--- config.mk ---
export PLATFORM = sky130hd
export DESIGN_NAME = ctrl_port_bank_flat
export DESIGN_NICKNAME = d
export VERILOG_FILES = /design/src/rtl/ctrl_pkg.sv /design/src/rtl/ctrl_port_bank_if.sv /design/src/rtl/ctrl_shift_chain.sv /design/src/rtl/ctrl_port_bank.sv /design/src/flat_wrapper.sv
export SDC_FILE = /design/constraint.sdc
export NUM_CORES = 1
export LEC_CHECK = 0
export CAP_MARGIN = 5
export CORE_UTILIZATION = 62
export DETAILED_ROUTE_END_ITERATION = 7
export DONT_BUFFER_PORTS = 1
export GPL_ROUTABILITY_DRIVEN = 0
export PLACE_DENSITY = 0.9
export SYNTH_ARGS = -nofsm -noshare
export SYNTH_HDL_FRONTEND = slang
export SYNTH_SLANG_ARGS = --single-unit
--- constraint.sdc ---
create_clock -name clk -period 1.86 [get_ports clk]
set_input_delay 0.093 -clock clk [delete_from_list [all_inputs] [get_ports clk]]
set_output_delay 0.093 -clock clk [all_outputs]
set_load 0.01 [all_outputs]
--- src/rtl/ctrl_pkg.sv ---
// ctrl_pkg: shared constants and chain sizing for the controller port bank
package ctrl_pkg;
  localparam logic [15:0] CTRL_ADDR0 = 16'h4016;
  localparam logic [15:0] CTRL_ADDR1 = 16'h4017;
  localparam logic [7:0] OPEN_BUS_MASK = 8'hE0;
  localparam logic FILL_BIT = 1'b1;
  function automatic int chain_len(int num_ports, int shift_bits, int sig_bits);
    return (num_ports / 2) * shift_bits + sig_bits;
  endfunction
endpackage

--- src/rtl/ctrl_port_bank_if.sv ---
// ctrl_port_bank_if: CPU-side register access bus of the controller port bank
interface ctrl_port_bank_if;
  logic [15:0] cpu_addr_i;
  logic [7:0] cpu_data_i;
  logic cpu_rw_i;
  logic acc_en_i;
  logic [7:0] open_bus_i;
  logic [7:0] rd_data_o;
  logic rd_valid_o;
  modport master(output cpu_addr_i, cpu_data_i, cpu_rw_i, acc_en_i, open_bus_i, input rd_data_o, rd_valid_o);
  modport slave(input cpu_addr_i, cpu_data_i, cpu_rw_i, acc_en_i, open_bus_i, output rd_data_o, rd_valid_o);
endinterface

--- src/rtl/ctrl_shift_chain.sv ---
// ctrl_shift_chain: loadable serial chain of buttons plus signature, one-filled, with saturating position
module ctrl_shift_chain
  import ctrl_pkg::*;
#(
  parameter int CHAIN = 8,
  parameter int BTN = 8,
  parameter logic [63:0] SIG = 64'd0
) (
  input logic clk,
  input logic rst_n,
  input logic load_i,
  input logic shift_i,
  input logic [BTN-1:0] btn_i,
  output logic bit0_o
);
  localparam int CW = $clog2(CHAIN + 1);
  logic [CHAIN-1:0] sr, ld;
  logic [CW-1:0] cnt;
  logic full;
  genvar i;
  for (i = 0; i < CHAIN; i++) begin : g_ld
    if (i < BTN) begin : g_btn
      assign ld[i] = btn_i[i];
    end else begin : g_sig
      assign ld[i] = SIG[i-BTN];
    end
  end
  assign full = cnt == CW'(CHAIN);
  assign bit0_o = full ? FILL_BIT : sr[0];
  // reload from parallel inputs while strobed, otherwise shift one bit per read
  always_ff @(posedge clk or negedge rst_n) begin
    if (!rst_n) begin
      sr <= '1;
      cnt <= CW'(CHAIN);
    end else if (load_i) begin
      sr <= ld;
      cnt <= '0;
    end else if (shift_i) begin
      sr <= CHAIN'({FILL_BIT, sr} >> 1);
      cnt <= full ? cnt : cnt + 1'b1;
    end
  end
endmodule

--- src/rtl/ctrl_port_bank.sv ---
// ctrl_port_bank: $4016/$4017 controller port decode, strobe latch and registered read data
module ctrl_port_bank
  import ctrl_pkg::*;
#(
  parameter int NUM_PORTS = 2,
  parameter int SHIFT_BITS = 8,
  parameter int SIG_BITS = 0,
  parameter logic [63:0] SIG0 = 64'd0,
  parameter logic [63:0] SIG1 = 64'd0,
  parameter logic [15:0] BASE_ADDR = CTRL_ADDR0
) (
  input logic clk,
  input logic rst_n,
  ctrl_port_bank_if.slave bus,
  input logic [NUM_PORTS*SHIFT_BITS-1:0] buttons_i,
  output logic [2:0] strobe_o,
  output logic [1:0] read_pulse_o
);
  localparam int CHAIN = chain_len(NUM_PORTS, SHIFT_BITS, SIG_BITS);
  localparam int BTN = CHAIN - SIG_BITS;
  logic hit0, hit1, rd, wr0, live, rbit;
  logic [1:0] rd_ch, chain_bit;
  assign hit0 = bus.cpu_addr_i == BASE_ADDR;
  assign hit1 = bus.cpu_addr_i == BASE_ADDR + 16'd1;
  assign rd = bus.acc_en_i & bus.cpu_rw_i & (hit0 | hit1);
  assign wr0 = bus.acc_en_i & ~bus.cpu_rw_i & hit0;
  assign rd_ch = {rd & hit1, rd & ~hit1};
  assign live = hit1 ? buttons_i[SHIFT_BITS] : buttons_i[0];
  assign rbit = strobe_o[0] ? live : chain_bit[hit1];
  genvar j, m;
  for (j = 0; j < 2; j++) begin : g_ch
    logic [BTN-1:0] btn;
    for (m = 0; m < NUM_PORTS / 2; m++) begin : g_port
      assign btn[m*SHIFT_BITS +: SHIFT_BITS] = buttons_i[(2*m+j)*SHIFT_BITS +: SHIFT_BITS];
    end
    ctrl_shift_chain #(.CHAIN(CHAIN), .BTN(BTN), .SIG(j == 0 ? SIG0 : SIG1)) u_chain (
      .clk(clk),
      .rst_n(rst_n),
      .load_i(strobe_o[0]),
      .shift_i(rd_ch[j] & ~strobe_o[0]),
      .btn_i(btn),
      .bit0_o(chain_bit[j])
    );
  end
  // strobe latch and one-cycle-late read response
  always_ff @(posedge clk or negedge rst_n) begin
    if (!rst_n) begin
      strobe_o <= '0;
      bus.rd_data_o <= '0;
      bus.rd_valid_o <= 1'b0;
      read_pulse_o <= '0;
    end else begin
      if (wr0) strobe_o <= bus.cpu_data_i[2:0];
      if (rd) bus.rd_data_o <= (bus.open_bus_i & OPEN_BUS_MASK) | {7'b0, rbit};
      bus.rd_valid_o <= rd;
      read_pulse_o <= rd_ch;
    end
  end
endmodule

--- src/flat_wrapper.sv ---
// flat-port wrapper written by rule: the top's interface ports become plain ports
module ctrl_port_bank_flat import ctrl_pkg::*;
#(
  parameter int NUM_PORTS = 2,
  parameter int SHIFT_BITS = 8,
  parameter int SIG_BITS = 0,
  parameter logic [63:0] SIG0 = 64'd0,
  parameter logic [63:0] SIG1 = 64'd0,
  parameter logic [15:0] BASE_ADDR = CTRL_ADDR0
)
  (clk, rst_n, buttons_i, strobe_o, read_pulse_o, bus_cpu_addr_i, bus_cpu_data_i, bus_cpu_rw_i, bus_acc_en_i, bus_open_bus_i, bus_rd_data_o, bus_rd_valid_o);
  ctrl_port_bank_if bus_i ();
  input logic clk;
  input logic rst_n;
  input logic [NUM_PORTS*SHIFT_BITS-1:0] buttons_i;
  output logic [2:0] strobe_o;
  output logic [1:0] read_pulse_o;
  input wire logic [$bits(bus_i.cpu_addr_i)-1:0] bus_cpu_addr_i;
  input wire logic [$bits(bus_i.cpu_data_i)-1:0] bus_cpu_data_i;
  input wire logic [$bits(bus_i.cpu_rw_i)-1:0] bus_cpu_rw_i;
  input wire logic [$bits(bus_i.acc_en_i)-1:0] bus_acc_en_i;
  input wire logic [$bits(bus_i.open_bus_i)-1:0] bus_open_bus_i;
  output wire logic [$bits(bus_i.rd_data_o)-1:0] bus_rd_data_o;
  output wire logic [$bits(bus_i.rd_valid_o)-1:0] bus_rd_valid_o;
  assign bus_i.cpu_addr_i = bus_cpu_addr_i;
  assign bus_i.cpu_data_i = bus_cpu_data_i;
  assign bus_i.cpu_rw_i = bus_cpu_rw_i;
  assign bus_i.acc_en_i = bus_acc_en_i;
  assign bus_i.open_bus_i = bus_open_bus_i;
  assign bus_rd_data_o = bus_i.rd_data_o;
  assign bus_rd_valid_o = bus_i.rd_valid_o;
  ctrl_port_bank #(.NUM_PORTS(NUM_PORTS), .SHIFT_BITS(SHIFT_BITS), .SIG_BITS(SIG_BITS), .SIG0(SIG0), .SIG1(SIG1), .BASE_ADDR(BASE_ADDR)) u_core (.clk(clk), .rst_n(rst_n), .bus(bus_i), .buttons_i(buttons_i), .strobe_o(strobe_o), .read_pulse_o(read_pulse_o));
endmodule
# == Word level (Yosys, flattened, before mapping) ==
# Cells that the tools add are included.
# totals
out_inout_bits,14
wordCells,50
input_bits,52
register_bits,38
# op_classes
order_cmp,1
n_reduce_logical,4
n_mux,16
n_addsub,2
eq_ne,6
bitwise,13
# ops
op,count
$eq 16x15->1 const B,2
$mux 8,4
$mux 4,6
$add 4x1->4 const B,2
$and 1x1->1,8
$eq 4x4->1 const B,2
$or 8x1->8,1
$mux 1,6
$ne 2x1->1 const B,2
$reduce_and 2->1,2
$reduce_bool 2->1,2
$not 1->1,3
$lt 1x2->1 const B,1
$or 1x1->1,1

# == Depth between registers and ports, before layout ==
# Gate-level depths: netlist of the first run.
# depth
depth_word,7
depth_mapped,6
mapped_depth_nobuf,6

# == Hierarchy ==
# Synthesis of the first run repeated with hierarchy kept, for this count alone.
# hier_totals
cells_unflattened,157
area_unflattened_um2,1778.0
# by_module_without_submodules
mod,seq_area_each_um2,cells_per_inst,n_inst,area_per_inst_um2
ctrl_shift_chain,311.5,59,2,618.1
ctrl_port_bank,250.2,39,1,541.8

# == Worst setup path after synthesis of the first run ==
# Ideal clock, no wire load.
# synth_timing
path_type,reg-to-reg
start,register u_core.g_ch[1].u_chain.cnt[0]
end,register u_core.g_ch[1].u_chain.cnt[2]
period_less_slack_ns,1.370
n_path_buf,0
arrival_time_ns,1.291
path_stages_with_launch,7
path_slack_ns,0.490
t_required_ns,1.781
setup_time_ns,0.079
cell_sequence,dfrtp_1 -> inv_1 -> ha_1 -> nand3b_1 -> nand2_1 -> or4_1 -> a21oi_1
# synth_via
elab_chain_cells,4
elab_cells_between_ends,7
classes_between,add/sub: 1; eq/ne: 2; mux: 3; reduce/logical: 1
# synth_rtl
element,line_no,source
from (decl),ctrl_shift_chain.sv:18,logic [CW-1:0] cnt;
from (signal assigned),ctrl_shift_chain.sv:34,cnt <= CW'(CHAIN);
from (signal assigned),ctrl_shift_chain.sv:40,cnt <= full ? cnt : cnt + 1'b1;
$add 4x1->4,ctrl_shift_chain.sv:40,
$mux 4,ctrl_shift_chain.sv:40,
$mux 4,ctrl_shift_chain.sv:38,end else if (shift_i) begin
$mux 4,ctrl_shift_chain.sv:35,end else if (load_i) begin
# Several ways; a longest one is shown, not always the timed one. The select of a mux whose other input is x is not followed.
# A chain may end at the register's enable or synchronous reset.

# == Final worst setup path of the first run ==
# Same ends and word-level chain as after synthesis.

==> key figures, run 1 <==
Place
  • Detailed Place HPWL: 2880 microns
  • Number of port buffers: 0
  • Number of placed instances with taps included: 207

Yosys
  • Gate count of the mapped netlist: 188
  • Avg Synthesized Cell Area: 9.73 sq um
  • Mapped Area: 1830 sq um
  • Sequential cell area fraction in the yosys report: 47.7%
  • Top_reg_cell synth: sky130_fd_sc_hd__dfstp_2
  • Number of distinct library cells after synthesis: 35
  • Warnings, synthesis: 0
  • Synthesized flop and latch total: 34
  • Number of enable-type register cells in the synthesized netlist: 0
  • Async SR Flop Fraction: 100%

Timing
  • Hold Slack: 6.83 ps
  • Final slew viol count: 0
  • Minimum period implied by the final worst setup slack: 1580 ps
  • Setup TNS Final: 0 ps
  • Highest achievable clock rate: 632 MHz
  • Final number of hold-violating endpoints: 0
  • Total setup violations reported at the end of the flow: 0
  • Clk_skew: 4.59 ps
  • Unrepaired setup endpoints after global routing: false
  • Final cycle utilization of the critical path: 85.1%

Layout
  • Number of nets at the end of the flow: 265
  • Count of fill cells added during filler insertion: 167
  • Area added between synthesis and finish: 17.6%
  • Number of antenna diodes: 0
  • Non-filler instance count after layout: 241
  • Fraction of layout instances using a drive strength above 1: 22.4%

Floorplanning
  • IO Pins: 66
  • Die span in x: 56.3 microns
  • Row Count: 19
  • Die boundary height: 56.3 microns
  • Area of the core: 2780 sq um
  • Die Footprint: 3170 sq um
  • Starting Density: 65.8%

Critical path
  • Worst setup EP type: register
  • Worst-case register-to-register setup slack: 280 ps
  • Ordered cell list for the critical path: inv_1 > ha_1 > nand3b_1 > nand2_1 > or4_1 > a21oi_1
  • Crit path required time: 2140 ps
  • Maximum fanout along the worst path: 4
  • Type of the worst setup path: register to register
  • Number of buffers and inverters on the critical path: 1
  • Slowest cell on the critical path: sky130_fd_sc_hd__dfrtp_1
  • Type of origin of the critical path: register
  • Maximum cell stage delay along the critical path: 420 ps
  • Arrival time at the worst endpoint: 1870 ps
  • Largest delay share family, worst path: simple AND/OR/NAND/NOR gates

GRT
  • Vias in the first global route: 1559
  • Total congestion overflow: 0
  • Pin count of the biggest net entering global routing: 35
  • Wire length of the first global-routing pass: 7420 microns
  • Antenna violations before repair: 0
  • Aggregate global-route resource usage: 31.5%

Drt
  • Total wirelength of the detailed-routed design: 4670 microns
  • Post-DRT Antenna Nets: 0
  • Routed len/inst: 19.4 microns
  • Drt first-iter violations: 92
  • Pre-antenna DRT Iters: 6
  • Detailed-route vias per instance: 6.51
  • Number of vias in the routed layout: 1570
  • Post-detailed-route DRC marker count: 0

Power
  • Logic pwr share: 7.4%
  • Reg power frac: 57.8%
  • Internal power: 0.974 mW
  • Clock share of power: 34.8%
  • Switching share of total power: 24.4%
  • Power Total: 1.29 mW
  • Static leakage: 0.866 nW
  • Peak supply drop: 0.000572 V
  • Power per unit of standard cell area: 599 nW/um^2
  • NetSw: 0.314 mW

Run status
  • Result of the run: complete, no violations

Clocking
  • Clock input transition at the sequential cells of the worst setup and hold paths: 110 ps
  • Worst-Skew Late Latency: 350 ps
  • CTS Buf Count: 5
  • Cell at the root of the clock tree: sky130_fd_sc_hd__clkbuf_4
  • Sinks on Clock Net: 34
  • CTS tree: built
  • Maximum buffer depth of the clock tree: 2
  • H-tree lvl count: 2
  • Postcts setup bufs: 0

Run
  • Max Cap Violations: 0

Worst hold path
  • Type of the most critical hold path: input pin to register
cell usage in the layout, fill, tap and decap left out, types with 2 or more instances in the layout:
master                          netlist  final
sky130_fd_sc_hd__nor2b_1             15     15
sky130_fd_sc_hd__nand3b_1             2      2
sky130_fd_sc_hd__inv_1                8      8
sky130_fd_sc_hd__o21ai_0             19     19
sky130_fd_sc_hd__a21oi_1             23     23
sky130_fd_sc_hd__o31ai_1              4      4
sky130_fd_sc_hd__conb_1               1      4
sky130_fd_sc_hd__a21oi_2              2      2
sky130_fd_sc_hd__or3_1                2      2
sky130_fd_sc_hd__clkbuf_4             0      5
sky130_fd_sc_hd__nand3_1              4      4
sky130_fd_sc_hd__a31oi_1             15     15
sky130_fd_sc_hd__and2_1               2      2
sky130_fd_sc_hd__or4_4                2      2
sky130_fd_sc_hd__ha_1                 4      4
sky130_fd_sc_hd__nor2_1               5      5
sky130_fd_sc_hd__dlygate4sd3_1        0     25
sky130_fd_sc_hd__nand2_1              7      7
sky130_fd_sc_hd__buf_4                5      5
sky130_fd_sc_hd__dfstp_2             18     18
sky130_fd_sc_hd__and4bb_2             2      2
sky130_fd_sc_hd__dfrtp_1             16     16
sky130_fd_sc_hd__mux2_2               6      6
per-layer routing:
metal / global-route usage, % / part of all wire, % / vias to the layer above
li1: - / - / 701
met5: 0 / 0 / -
met4: 14.6 / 3.9 / 0
met1: 38.9 / 37 / 766
met2: 53.6 / 53 / 80
met3: 5.99 / 6.4 / 23
worst min-delay path: stages:
cell and delay [ps]:
sky130_fd_sc_hd__a211oi_1 20, sky130_fd_sc_hd__a21oi_1 120, sky130_fd_sc_hd__mux2i_1 80
metrics by stage:
stage	util, %	setup slack [ps]	area (sq um)
global route	77.3	221	2150
CTS	77.3	290	2150
floorplan	-	490	1840
detailed placement	65.3	292	1820
global placement	65.3	387	1820
finish	77.3	277	2150
state kept, by name, summed over array words and instances (netlist names):
register                 cells
u_core.g_ch.u_chain.sr      16
u_core.g_ch.u_chain.cnt      8
u_core.bus.rd_data_o         4
u_core.strobe_o              3
u_core.read_pulse_o          2
u_core.bus.rd_valid_o        1
Yosys cell counts, drive strengths merged, types with 5 or more instances:
cell type,count,area share (%)
a21oi,25,7.3
inv,8,1.6
nor2,5,1.0
o21ai,19,5.2
mux2,6,3.7
nor2b,15,5.1
nand2,7,1.4
buf,11,3.6
dfstp,18,26
a31oi,15,5.1
dfrtp,16,22
clkbuf,9,1.8
power groups by stage:
stage	logic, mW	registers, mW	clock network [mW]
2_1_floorplan	0.0339	0.757	0
3_3_place_gp	0.0287	0.757	0
3_5_place_dp	0.0308	0.757	0
4_1_cts	0.0932	0.745	0.456
5_1_grt	0.103	0.745	0.484
6_report	0.0955	0.745	0.448
cell families (layout without fill, tap and decap cells):
group,count (synthesis),in the layout,share of synthesized area (%)
multiplexers,7,7,4.24
AO/OA/AOI/OAI,65,65,20.2
flip-flops,34,34,47.7
adder cells (fa/ha/maj),4,4,2.74
AND/OR/NAND/NOR,49,49,17.8
other,1,4,0.205
buffers and inverters,28,47,7.11
repair_timing:
item                      in CTS  in global routing
hold buffers                  26                  0
hold endpoints to repair      59                  0
gates resized for setup        0                  0
cell type report:
| class | count | area (sq um) | share of cell area, % |
|---|---|---|---|
| timing repair buffer | 31 | 308 | 14.3 |
| sequential | 34 | 873 | 40.6 |
| tap | 31 | 38.8 | 1.80 |
| inverter | 8 | 30.0 | 1.40 |
| clock inverter | 2 | 12.5 | 0.582 |
| multi-input combinational | 129 | 837 | 38.9 |
| clock buffer | 6 | 51.3 | 2.39 |
worst paths after layout:
path,from,endpoint,cells after the start
setup / recovery,u_core.g_ch[1].u_chain.cnt[0],u_core.g_ch[1].u_chain.cnt[2],6
min in group asynchronous,rst_n,u_core.g_ch[1].u_chain.cnt[2],2
setup reg to reg,u_core.g_ch[1].u_chain.cnt[0],u_core.g_ch[1].u_chain.cnt[2],6
hold reg to reg,u_core.g_ch[1].u_chain.sr[3],u_core.g_ch[1].u_chain.sr[3],2
max in group asynchronous,rst_n,u_core.g_ch[0].u_chain.sr[4],2
hold / removal,bus_cpu_addr_i[0],u_core.bus.rd_data_o[0],3
(Power assumes the default switching activity.)
==> run 2: changes to the inputs <==
Clock period 1.86 ns to 1.6 ns, I/O delays scaled along.
==> run 2 against run 1 <==
Register-to-register slack worse by 200 ps. Setup slack worse by 200 ps. Utilization up 0.94 points. Clock-buffer cell count grew 1. Global-route usage is 1.0 points higher. Flip-flop and latch count unchanged. Via count rose by 4.6%. First-iteration DRC count increased by 2.2%. Worst hold slack better by 11 ps. Routed wire length is 1.7% higher. Critical path depth unchanged. Clock power is 14% higher.
==> key figures, run 2 (synthesized netlist as in run 1, its figures left out) <==
Run status
  • Result of the run: complete, no violations

Drt
  • Post-DRT Antenna Nets: 0
  • Detailed-route vias per instance: 6.70
  • Post-detailed-route DRC marker count: 0
  • Routed len/inst: 19.4 microns
  • Pre-antenna DRT Iters: 4
  • Number of vias in the routed layout: 1642
  • Total wirelength of the detailed-routed design: 4750 microns
  • Drt first-iter violations: 94

Power
  • NetSw: 0.355 mW
  • Internal power: 1.13 mW
  • Reg power frac: 58.1%
  • Logic pwr share: 7.5%
  • Switching share of total power: 23.8%
  • Power per unit of standard cell area: 684 nW/um^2
  • Clock share of power: 34.4%
  • Peak supply drop: 0.000646 V
  • Static leakage: 0.887 nW

Timing
  • Clk_skew: 15.5 ps
  • Total setup violations reported at the end of the flow: 0
  • Unrepaired setup endpoints after global routing: false
  • Final cycle utilization of the critical path: 95.4%
  • Setup TNS Final: 0 ps
  • Final slew viol count: 0
  • Minimum period implied by the final worst setup slack: 1530 ps
  • Highest achievable clock rate: 655 MHz
  • Final number of hold-violating endpoints: 0

Clocking
  • H-tree lvl count: 2
  • CTS tree: built
  • CTS Buf Count: 5
  • Total of cells resized after clock tree synthesis: 0
  • Maximum buffer depth of the clock tree: 2
  • Cell at the root of the clock tree: sky130_fd_sc_hd__clkbuf_4
  • Sinks on Clock Net: 34
  • Worst-Skew Late Latency: 350 ps
  • Clock input transition at the sequential cells of the worst setup and hold paths: 110 ps

Layout
  • Count of fill cells added during filler insertion: 148
  • Sequential cell area in the final layout: 873 sq um
  • Registers with the most flip-flops: u_core.g_ch.u_chain.sr (16), u_core.g_ch.u_chain.cnt (8), u_core.bus.rd_data_o (4)
  • Number of nets at the end of the flow: 269
  • Non-filler instance count after layout: 245
  • Footprint of the multi-input gates: 837 sq um
  • Finished layout cell area: 2180 sq um
  • Fraction of layout instances using a drive strength above 1: 23.4%
  • Register ranked first by flip-flop count: u_core.g_ch.u_chain.sr
  • Top library cells by usage in the layout, fill and taps aside: sky130_fd_sc_hd__dlygate4sd3_1, sky130_fd_sc_hd__a21oi_1, sky130_fd_sc_hd__o21ai_0
  • Flip-flop count of the largest register, all copies and words added: 16
  • Leading cell type in the layout, fill and taps excluded: sky130_fd_sc_hd__dlygate4sd3_1
  • Area added between synthesis and finish: 19.0%
  • Number of antenna diodes: 0

GRT
  • Pin count of the biggest net entering global routing: 35
  • Wire length of the first global-routing pass: 7600 microns
  • Antenna violations before repair: 0
  • Aggregate global-route resource usage: 32.5%
  • Vias in the first global route: 1695
  • Total congestion overflow: 0

Critical path
  • Type of the worst setup path: register to register
  • Ordered cell list for the critical path: inv_1 > ha_1 > nand3b_1 > nand2_1 > or4_1 > a21oi_1
  • Maximum cell stage delay along the critical path: 420 ps
  • Crit path required time: 1890 ps
  • Worst setup EP type: register
  • Type of origin of the critical path: register
  • Slowest cell on the critical path: sky130_fd_sc_hd__or4_1
  • Maximum fanout along the worst path: 3
  • Arrival time at the worst endpoint: 1820 ps

Floorplanning
  • Die Footprint: 3170 sq um
  • IO Pins: 66
  • Die span in x: 56.3 microns
  • Starting Density: 65.8%
  • Area of the core: 2780 sq um
  • Die boundary height: 56.3 microns
  • Row Count: 19

Run
  • Max Cap Violations: 0

Place
  • Detailed Place HPWL: 2940 microns
  • Number of placed instances with taps included: 208
  • Number of port buffers: 0
  • Instance area after placement: 1820 sq um

Worst hold path
  • Type of the most critical hold path: input pin to register
run 2: critical path: cells and delay by family (launching register included):
family,cells,cell delay (ps)
AOI/OAI and AO/OA,1,150
and+or+nand+nor,3,660
DFF,1,380
adders and majority gates,1,190
buffers and inverters,1,70
run 2: area by class of cell:
cell class / instances / share of cell area (%)
Inverter: 8 / 1.38
Clock inverter: 1 / 0.230
Timing Repair Buffer: 35 / 15.5
Tap cell: 31 / 1.78
Clock buffer: 7 / 2.53
Sequential cell: 34 / 40.1
Multi-Input combinational cell: 129 / 38.4
run 2: path summary, 6_finish.rpt:
| kind | start | endpoint | slack [ps] | cells after the start |
|---|---|---|---|---|
| min reg2reg | u_core.g_ch[1].u_chain.sr[4] | u_core.g_ch[1].u_chain.sr[4] | 490 | 2 |
| max in group asynchronous | rst_n | u_core.g_ch[1].u_chain.sr[7] | 1180 | 2 |
| max | u_core.g_ch[1].u_chain.cnt[0] | u_core.g_ch[1].u_chain.cnt[2] | 70 | 6 |
| min | bus_cpu_rw_i | u_core.g_ch[0].u_chain.cnt[2] | 20 | 4 |
| max reg2reg | u_core.g_ch[1].u_chain.cnt[0] | u_core.g_ch[1].u_chain.cnt[2] | 70 | 6 |
| min in group asynchronous | rst_n | u_core.bus.rd_valid_o | 150 | 2 |
run 2: per-stage QoR:
step / utilization, % / worst slack (ps) / hold WS (ps) / power [mW]
finish: 78.3 / 73.2 / 18.1 / 1.49
global route: 78.3 / 0.774 / 47.0 / 1.53
CTS: 77.5 / 36.9 / 2.43 / 1.48
detailed placement: 65.6 / 67.7 / -215 / 0.916
global placement: 65.6 / 175 / -215 / 0.913
floorplan: - / 230 / -216 / 0.920
run 2: routing by layer:
layer	GRT usage [%]	routed length (microns)	vias up
met3	9.68	282	32
met1	32.8	1690	809
li1	-	-	710
met5	0	0	-
met4	25.1	305	0
met2	55.8	2480	91
run 2: repair_timing:
item,in CTS,in global routing
setup endpoints to repair,0,2
hold buffers,26,0
endpoints found under the hold margin,59,0
buffers inserted,0,3
run 2: power by group through the flow:
| stage | Clock (mW) | Combinational [mW] | Sequential (mW) |
|---|---|---|---|
| finish | 0.512 | 0.112 | 0.866 |
| global route | 0.542 | 0.121 | 0.866 |
| CTS | 0.510 | 0.109 | 0.866 |
| detailed placement | 0 | 0.0356 | 0.880 |
| global placement | 0 | 0.0332 | 0.880 |
| floorplan | 0 | 0.0394 | 0.880 |
